<file path="config.mk">
export PLATFORM = sky130hd
export DESIGN_NAME = program_loader
export DESIGN_NICKNAME = d
export VERILOG_FILES = /design/src/rtl/program_loader.sv
export SDC_FILE = /design/constraint.sdc
export NUM_CORES = 1
export LEC_CHECK = 0
export ABC_CLOCK_PERIOD_IN_PS = 3350
export CAP_MARGIN = 10
export CORE_MARGIN = 2
export CORE_UTILIZATION = 44
export DETAILED_ROUTE_END_ITERATION = 10
export PLACE_DENSITY = 0.68
export SYNTH_ARGS = -nofsm -noshare
export SYNTH_HDL_FRONTEND = slang
export SYNTH_SLANG_ARGS = --single-unit
</file>
<file path="constraint.sdc">
create_clock -name clk -period 3.35 [get_ports clk]
set_input_delay 0.5025 -clock clk [delete_from_list [all_inputs] [get_ports clk]]
set_output_delay 0.5025 -clock clk [all_outputs]
set_load 0.01 [all_outputs]
</file>
<file path="src/rtl/program_loader.sv">
// program_loader
//   Boot-time writer for the KGP-RISC instruction memory. Receives a byte
//   stream (2-byte word count N, 4*N payload bytes, 1 XOR checksum byte),
//   packs big-endian 32-bit words, and writes them to consecutive word
//   addresses starting at BASE_ADDR. The CPU is held in reset until a load
//   finishes with a matching checksum.
//
// Ports
//   clk, rst      : rising-edge clock, synchronous active-high reset
//   start         : begin a load (honoured in IDLE, DONE, ERR)
//   in_data/valid : byte stream source, in_ready is the accept side
//   imem_we/addr/wdata : single-cycle registered write to instruction memory
//   cpu_rst       : CPU reset hold, low only in DONE
//   busy/done/error : status (HDR/LOAD/CHK, DONE, ERR)
//   words_loaded  : words written in the current load (saturating)
module program_loader #(
  parameter int ADDR_WIDTH = 10,
  parameter int BASE_ADDR  = 0
) (
  input  logic                  clk,
  input  logic                  rst,
  input  logic                  start,
  input  logic [7:0]            in_data,
  input  logic                  in_valid,
  output logic                  in_ready,
  output logic                  imem_we,
  output logic [ADDR_WIDTH-1:0] imem_addr,
  output logic [31:0]           imem_wdata,
  output logic                  cpu_rst,
  output logic                  busy,
  output logic                  done,
  output logic                  error,
  output logic [15:0]           words_loaded
);

  typedef enum logic [2:0] {
    S_IDLE,
    S_HDR,
    S_LOAD,
    S_CHK,
    S_DONE,
    S_ERR
  } state_t;

  // Largest word count that fits between BASE_ADDR and the top of memory.
  localparam logic [32:0] LOAD_LIMIT = (33'd1 << ADDR_WIDTH) - 33'(BASE_ADDR);

  state_t      state;
  state_t      state_nxt;
  logic        accept;
  logic        restart;
  logic        hdr_seen;
  logic [7:0]  hdr_hi;
  logic [15:0] hdr_n;
  logic [15:0] n_words;
  logic [1:0]  byte_cnt;
  logic [23:0] asm_word;
  logic [15:0] word_idx;
  logic [7:0]  xor_acc;
  logic        last_byte;

  function automatic logic [15:0] sat_inc16(input logic [15:0] v);
    return (v == 16'hFFFF) ? v : v + 16'd1;
  endfunction

  assign in_ready  = (state == S_HDR) || (state == S_LOAD) || (state == S_CHK);
  assign busy      = in_ready;
  assign done      = (state == S_DONE);
  assign error     = (state == S_ERR);
  assign cpu_rst   = (state != S_DONE);
  assign accept    = in_valid && in_ready;
  assign restart   = start && ((state == S_IDLE) || (state == S_DONE) || (state == S_ERR));
  assign hdr_n     = {hdr_hi, in_data};
  assign last_byte = (byte_cnt == 2'd3);

  always_comb begin
    state_nxt = state;
    case (state)
      S_IDLE, S_DONE, S_ERR: begin
        if (start) state_nxt = S_HDR;
      end
      S_HDR: begin
        if (accept && hdr_seen) begin
          if (33'(hdr_n) > LOAD_LIMIT) state_nxt = S_ERR;
          else if (hdr_n == 16'd0)     state_nxt = S_CHK;
          else                         state_nxt = S_LOAD;
        end
      end
      S_LOAD: begin
        if (accept && last_byte && (word_idx == n_words - 16'd1)) state_nxt = S_CHK;
      end
      S_CHK: begin
        if (accept) state_nxt = (in_data == xor_acc) ? S_DONE : S_ERR;
      end
      default: state_nxt = S_IDLE;
    endcase
  end

  // Control and write-port registers
  always_ff @(posedge clk) begin
    if (rst) begin
      state        <= S_IDLE;
      hdr_seen     <= 1'b0;
      n_words      <= 16'd0;
      byte_cnt     <= 2'd0;
      word_idx     <= 16'd0;
      xor_acc      <= 8'd0;
      imem_we      <= 1'b0;
      imem_addr    <= ADDR_WIDTH'(BASE_ADDR);
      imem_wdata   <= 32'd0;
      words_loaded <= 16'd0;
    end else begin
      state   <= state_nxt;
      imem_we <= 1'b0;
      if (restart) begin
        hdr_seen     <= 1'b0;
        byte_cnt     <= 2'd0;
        word_idx     <= 16'd0;
        xor_acc      <= 8'd0;
        words_loaded <= 16'd0;
      end
      // The checksum byte itself never enters the running XOR.
      if (accept && ((state == S_HDR) || (state == S_LOAD))) begin
        xor_acc <= xor_acc ^ in_data;
      end
      if (accept && (state == S_HDR)) begin
        hdr_seen <= 1'b1;
        if (hdr_seen) n_words <= hdr_n;
      end
      if (accept && (state == S_LOAD)) begin
        byte_cnt <= byte_cnt + 2'd1;
        if (last_byte) begin
          imem_we      <= 1'b1;
          imem_addr    <= ADDR_WIDTH'(BASE_ADDR) + ADDR_WIDTH'(word_idx);
          imem_wdata   <= {asm_word, in_data};
          word_idx     <= word_idx + 16'd1;
          words_loaded <= sat_inc16(words_loaded);
        end
      end
    end
  end

  // Byte assembly datapath (no reset: contents only matter once filled)
  always_ff @(posedge clk) begin
    if (accept && (state == S_HDR) && !hdr_seen) hdr_hi <= in_data;
    if (accept && (state == S_LOAD) && !last_byte) asm_word <= {asm_word[15:0], in_data};
  end

endmodule
</file>
# Word-level counts from Yosys, hierarchy flattened
# Cells that the tools add are included.
word_totals:
  ff_bits: 137
  latch_bits: 0
  ramBits: 0
  romBits: 0
  out_inout_bits: 64
  elab_cells: 82
  n_memories: 0
op_classes:
  addsub: 4
  mul: 0
  div: 0
  order_cmp: 1
  eq_ne: 15
  n_shift: 0
  n_mux: 22
  bitwise: 2
  n_reduce_logical: 26
op_table:
  columns: ["op", "n"]
  rows:
  - ["$mux W16", 7]
  - ["$add A16 B1 Y16 const B", 2]
  - ["$eq A16 B16 Y1", 1]
  - ["$eq A16 B16 Y1 const B", 1]
  - ["$gt A16 B11 Y1 const B", 1]
  - ["$logic_not A16 Y1", 1]
  - ["$mux W8", 2]
  - ["$sub A16 B1 Y16 const B", 1]
  - ["$mux W3", 5]
  - ["$pmux W3 S4", 1]
  - ["$logic_and A1 B1 Y1", 10]
  - ["$eq A8 B8 Y1", 1]
  - ["$xor A8 B8 Y8", 1]
  - ["$eq A3 B2 Y1 const B", 2]
  - ["$eq A3 B3 Y1 const B", 2]
  - ["$ne A3 B3 Y1 const B", 2]
  - ["$reduce_bool A2 Y1", 3]
  - ["$mux W1", 5]
  - ["$logic_or A1 B1 Y1", 4]
  - ["$mux W2", 2]
  - ["$ne A2 B1 Y1 const B", 2]
  - ["$ne A2 B2 Y1 const B", 2]
  - ["$reduce_and A2 Y1", 2]
  - ["$reduce_and A4 Y1", 1]
  - ["other kinds (8)", 9]

# Depth between registers and ports, before layout
logic_depth:
  word_depth: 8
  mapped_depth: 9

# Least setup slack after synthesis
# No wires, ideal clock.
synth_path:
  path_type: "reg2reg"
  start: "reg n_words[0]"
  end: "reg state[2]"
  setup_time_ns: 0.123
  arrival_ns: 2.238
  slack_ns: 0.989
  stages_incl_launch_ff: 10
  path_buffers: 0
  synth_period_minus_slack_ns: 2.361
  cell_sequence: "dfxtp_1 > inv_1 > ha_1 > or4b_1 > nor4_4 > xor2_1 > a21oi_1 > nand2_1 > a31oi_1 > mux2_1"
synth_via:
  elab_chain_len: 5
synth_lines:
  columns: ["item", "line", "text"]
  rows:
  - ["from (decl)", "55", "logic [15:0] n_words;"]
  - ["from (signal assigned)", "128", "if (hdr_seen) n_words <= hdr_n;"]
  - ["$sub A16 B1 Y16", "90", "if (accept && last_byte && (word_idx == n_words - 16'd1)) state_nxt = S_CHK;"]
  - ["$eq A16 B16 Y1", "90", null]
  - ["$logic_and A1 B1 Y1", "90", null]
  - ["$ne A2 B1 Y1 (no source line)", null, null]
  - ["$reduce_and A4 Y1 (no source line)", null, null]
  - ["to (signal assigned)", "113", "state <= state_nxt;"]
  - ["to (decl)", "48", "state_t state;"]
# Every way passes these cells.
# A chain may end at the register's enable or synchronous reset.

# Final worst setup path
# Ends and elaborated chain as after synthesis.

==> results.ini <==
[hold_path]
whs_path_depth = 2
hold_path.class = flop to flop

[worst_setup_path]
cp.required_ns = 3.65
critPathArrivalTime_ns = 2.93
path_class = flop to flop
crit_path_end_kind = flop
worst_r2r_path_depth = 9
cp_max_fo = 5
critPathLaunchType = flop

[sta]
grt_setup_unrepaired = no
fin_crit_ns = 2.62
maxSlewHeadroom_pct = 52.0
max_freq_mhz = 381
finalSetupViolations = 0
setup_tns_ns = 0
hold_viol_final = 0
final.period_utilization_pct = 78.4
maxSlewViolCount = 0
worstMarginPinSlew_ns = 0.717
clock_skew_ns = 0.00855

[synthesis]
avgSynthCellArea_um2 = 8.92
ys_seq_area_share_pct = 51.8
synth_area_um2 = 5920
synth.distinct_cells = 51
synth-edff-count = 32
synth_nets = 679
synthFlopType = dfxtp_1
synth-seq-cells = 137
yosysWarnings = 0
synth-async-reset-ratio_pct = 0
netlist_instances = 663

[flow_run]
maxCapViolCount = 0

[clock_network]
clock_path_buffers = 2
clkTransAtPathRegs_ns = 0.05
cts_tree = yes
cts_setup_buffers = 0
clk_latency_ns = 0.42
cts_buffers = 17
holdBufCountCts = 0
cts_sinks = 137
cts.repair.resized = 0
cts_root_buffer = clkbuf_16
htreeDepth = 4

[placement]
numPortBuffers = 75
finalWeightedCongestion = 0.876
dp_hpwl_mm = 9.72

[die]
die_x_um = 120
placementRows = 42
ios = 76
die_h_um = 120
dieArea_um2 = 14400
core_um2 = 13200
initial_utilization_pct = 44.8

[global_route]
grt_pass1_vias = 4679
grt_pass1_wl_mm = 23.2
grt_start_max_net_pins = 64
antenna_found_initial = 0
grt.total_usage_pct = 20.7
overflow = 0

[detailed_routing]
wl_met2_mm = 6.64
firstDrtPassIters = 6
drt_iter0_drc = 419
drt-total-wl_mm = 14.3
wl_per_cell_um = 15.6
drc = 0
wl_met1_mm = 6.67
final_antenna_net_count = 0
routed_via_density = 5.48
vias = 5018
wl_met3_um = 730
top_layer_used = met4

[layout]
drive_gt1_share_pct = 7.70
syn2layout_area_growth_pct = 24.6
fill_cells = 1171
diodes = 0
nNetsFinal = 743

[power]
p_leak_nw = 2.66
peakVddDrop_uv = 278
pwr_density_cell_nw_per_um2 = 506
power_mw = 3.73

[run_status]
status = completed

## flip-flops by register name, summed over array words and instances (netlist names)
register      cells
words_loaded     16
word_idx         16
asm_word         24
byte_cnt          2
imem_we           1
xor_acc           8
state             3
hdr_hi            8
n_words          16
imem_addr        10
hdr_seen          1
imem_wdata       32
## Yosys cell counts (all sizes together) (9+ instances only)
master  number  area share, %
nand2      124            7.9
dfxtp      105             36
nor2        78            4.9
a21oi       66            5.6
edfxtp      32             16
clkbuf      31            2.0
nand3       22            1.9
mux2i       18            3.0
xnor2       18            2.7
xor2        18            2.7
o21ai       16            1.4
nand4       14            1.5
nor3        11           0.93
a31oi        9           0.95
or2          9           0.95
## layout by cell type (no fill, tap or decap), types with 9 or more instances in the layout
cell type	instances
buf_4	9
o21ai_0	16
clkbuf_16	17
a31oi_1	9
or2_2	9
edfxtp_1	32
xnor2_1	18
nand2_1	124
dfxtp_1	105
clkdlybuf4s50_1	74
nand3_1	21
nor3_1	11
a21oi_1	66
xor2_1	18
nor2_1	77
nand4_1	14
mux2i_1	18
## path summary, 6_finish.rpt
path	endpoint	slack (ns)	from
worst max-delay path	state[2]$_SDFFE_PP0P_	0.73	n_words[0]$_SDFFE_PP0P_
worst max register to register	state[2]$_SDFFE_PP0P_	0.73	n_words[0]$_SDFFE_PP0P_
worst min-delay path	imem_wdata[31]$_SDFFE_PP0P_	0.45	imem_wdata[31]$_SDFFE_PP0P_
worst min register to register	imem_wdata[31]$_SDFFE_PP0P_	0.45	imem_wdata[31]$_SDFFE_PP0P_
## where the power goes
part	total [mW]	switching, mW	internal (mW)
logic	0.197	0.126	0.0715
registers	1.73	0.0213	1.71
clock network	1.81	0.661	1.15
total	3.73	0.808	2.93
## final cells by class
cell class | count | area (µm²) | area share [%]
timing repair buffer | 84 | 813 | 11.0
clock inverter | 8 | 93.8 | 1.27
multi-input combinational | 479 | 2670 | 36.2
sequential | 137 | 3060 | 41.6
clock buffer | 24 | 482 | 6.54
inverter | 8 | 30.0 | 0.407
tap | 176 | 220 | 2.99
## cells by family (layout without fill, tap and decap cells)
kind of cell	count (synthesis)	in the layout	synth area share (%)
AND/OR/NAND/NOR	300	300	23.4
flip-flops	137	137	51.8
AO/OA/AOI/OAI	115	115	11.2
buffers and inverters	47	124	3.26
XOR/XNOR	36	36	5.33
multiplexers	24	24	4.19
adder cells (fa/ha/maj)	4	4	0.846
## critical path, cell delays in order, from the launching register on
cell and delay (ns):
dfxtp_1 0.35, inv_1 0.07, ha_1 0.24, or4b_1 0.59, nor4_4 0.28, xor2_1 0.11, a21oi_1 0.16, nand2_1 0.06
a31oi_1 0.29, mux2_1 0.35
## stage by stage
stage / hold WS [ns] / utilization, % / area [µm²] / setup WS, ns / instances
after global placement: 0.435 / 51.5 / 6800 / 0.818 / 884
after detailed placement: 0.438 / 51.5 / 6800 / 0.729 / 884
after CTS: 0.452 / 55.9 / 7370 / 0.733 / 916
after floorplan: 0.426 / - / 5920 / 0.989 / 663
after global routing: 0.467 / 55.9 / 7370 / 0.488 / 916
final: 0.452 / 55.9 / 7370 / 0.725 / 916
## layer usage
metal  vias up  track usage (%)
met1      2382             27.3
met5         -                0
met3        24             5.09
met2       180             32.0
li1       2432                -
met4         0             9.19
Power figures use the tool's default switching activity.
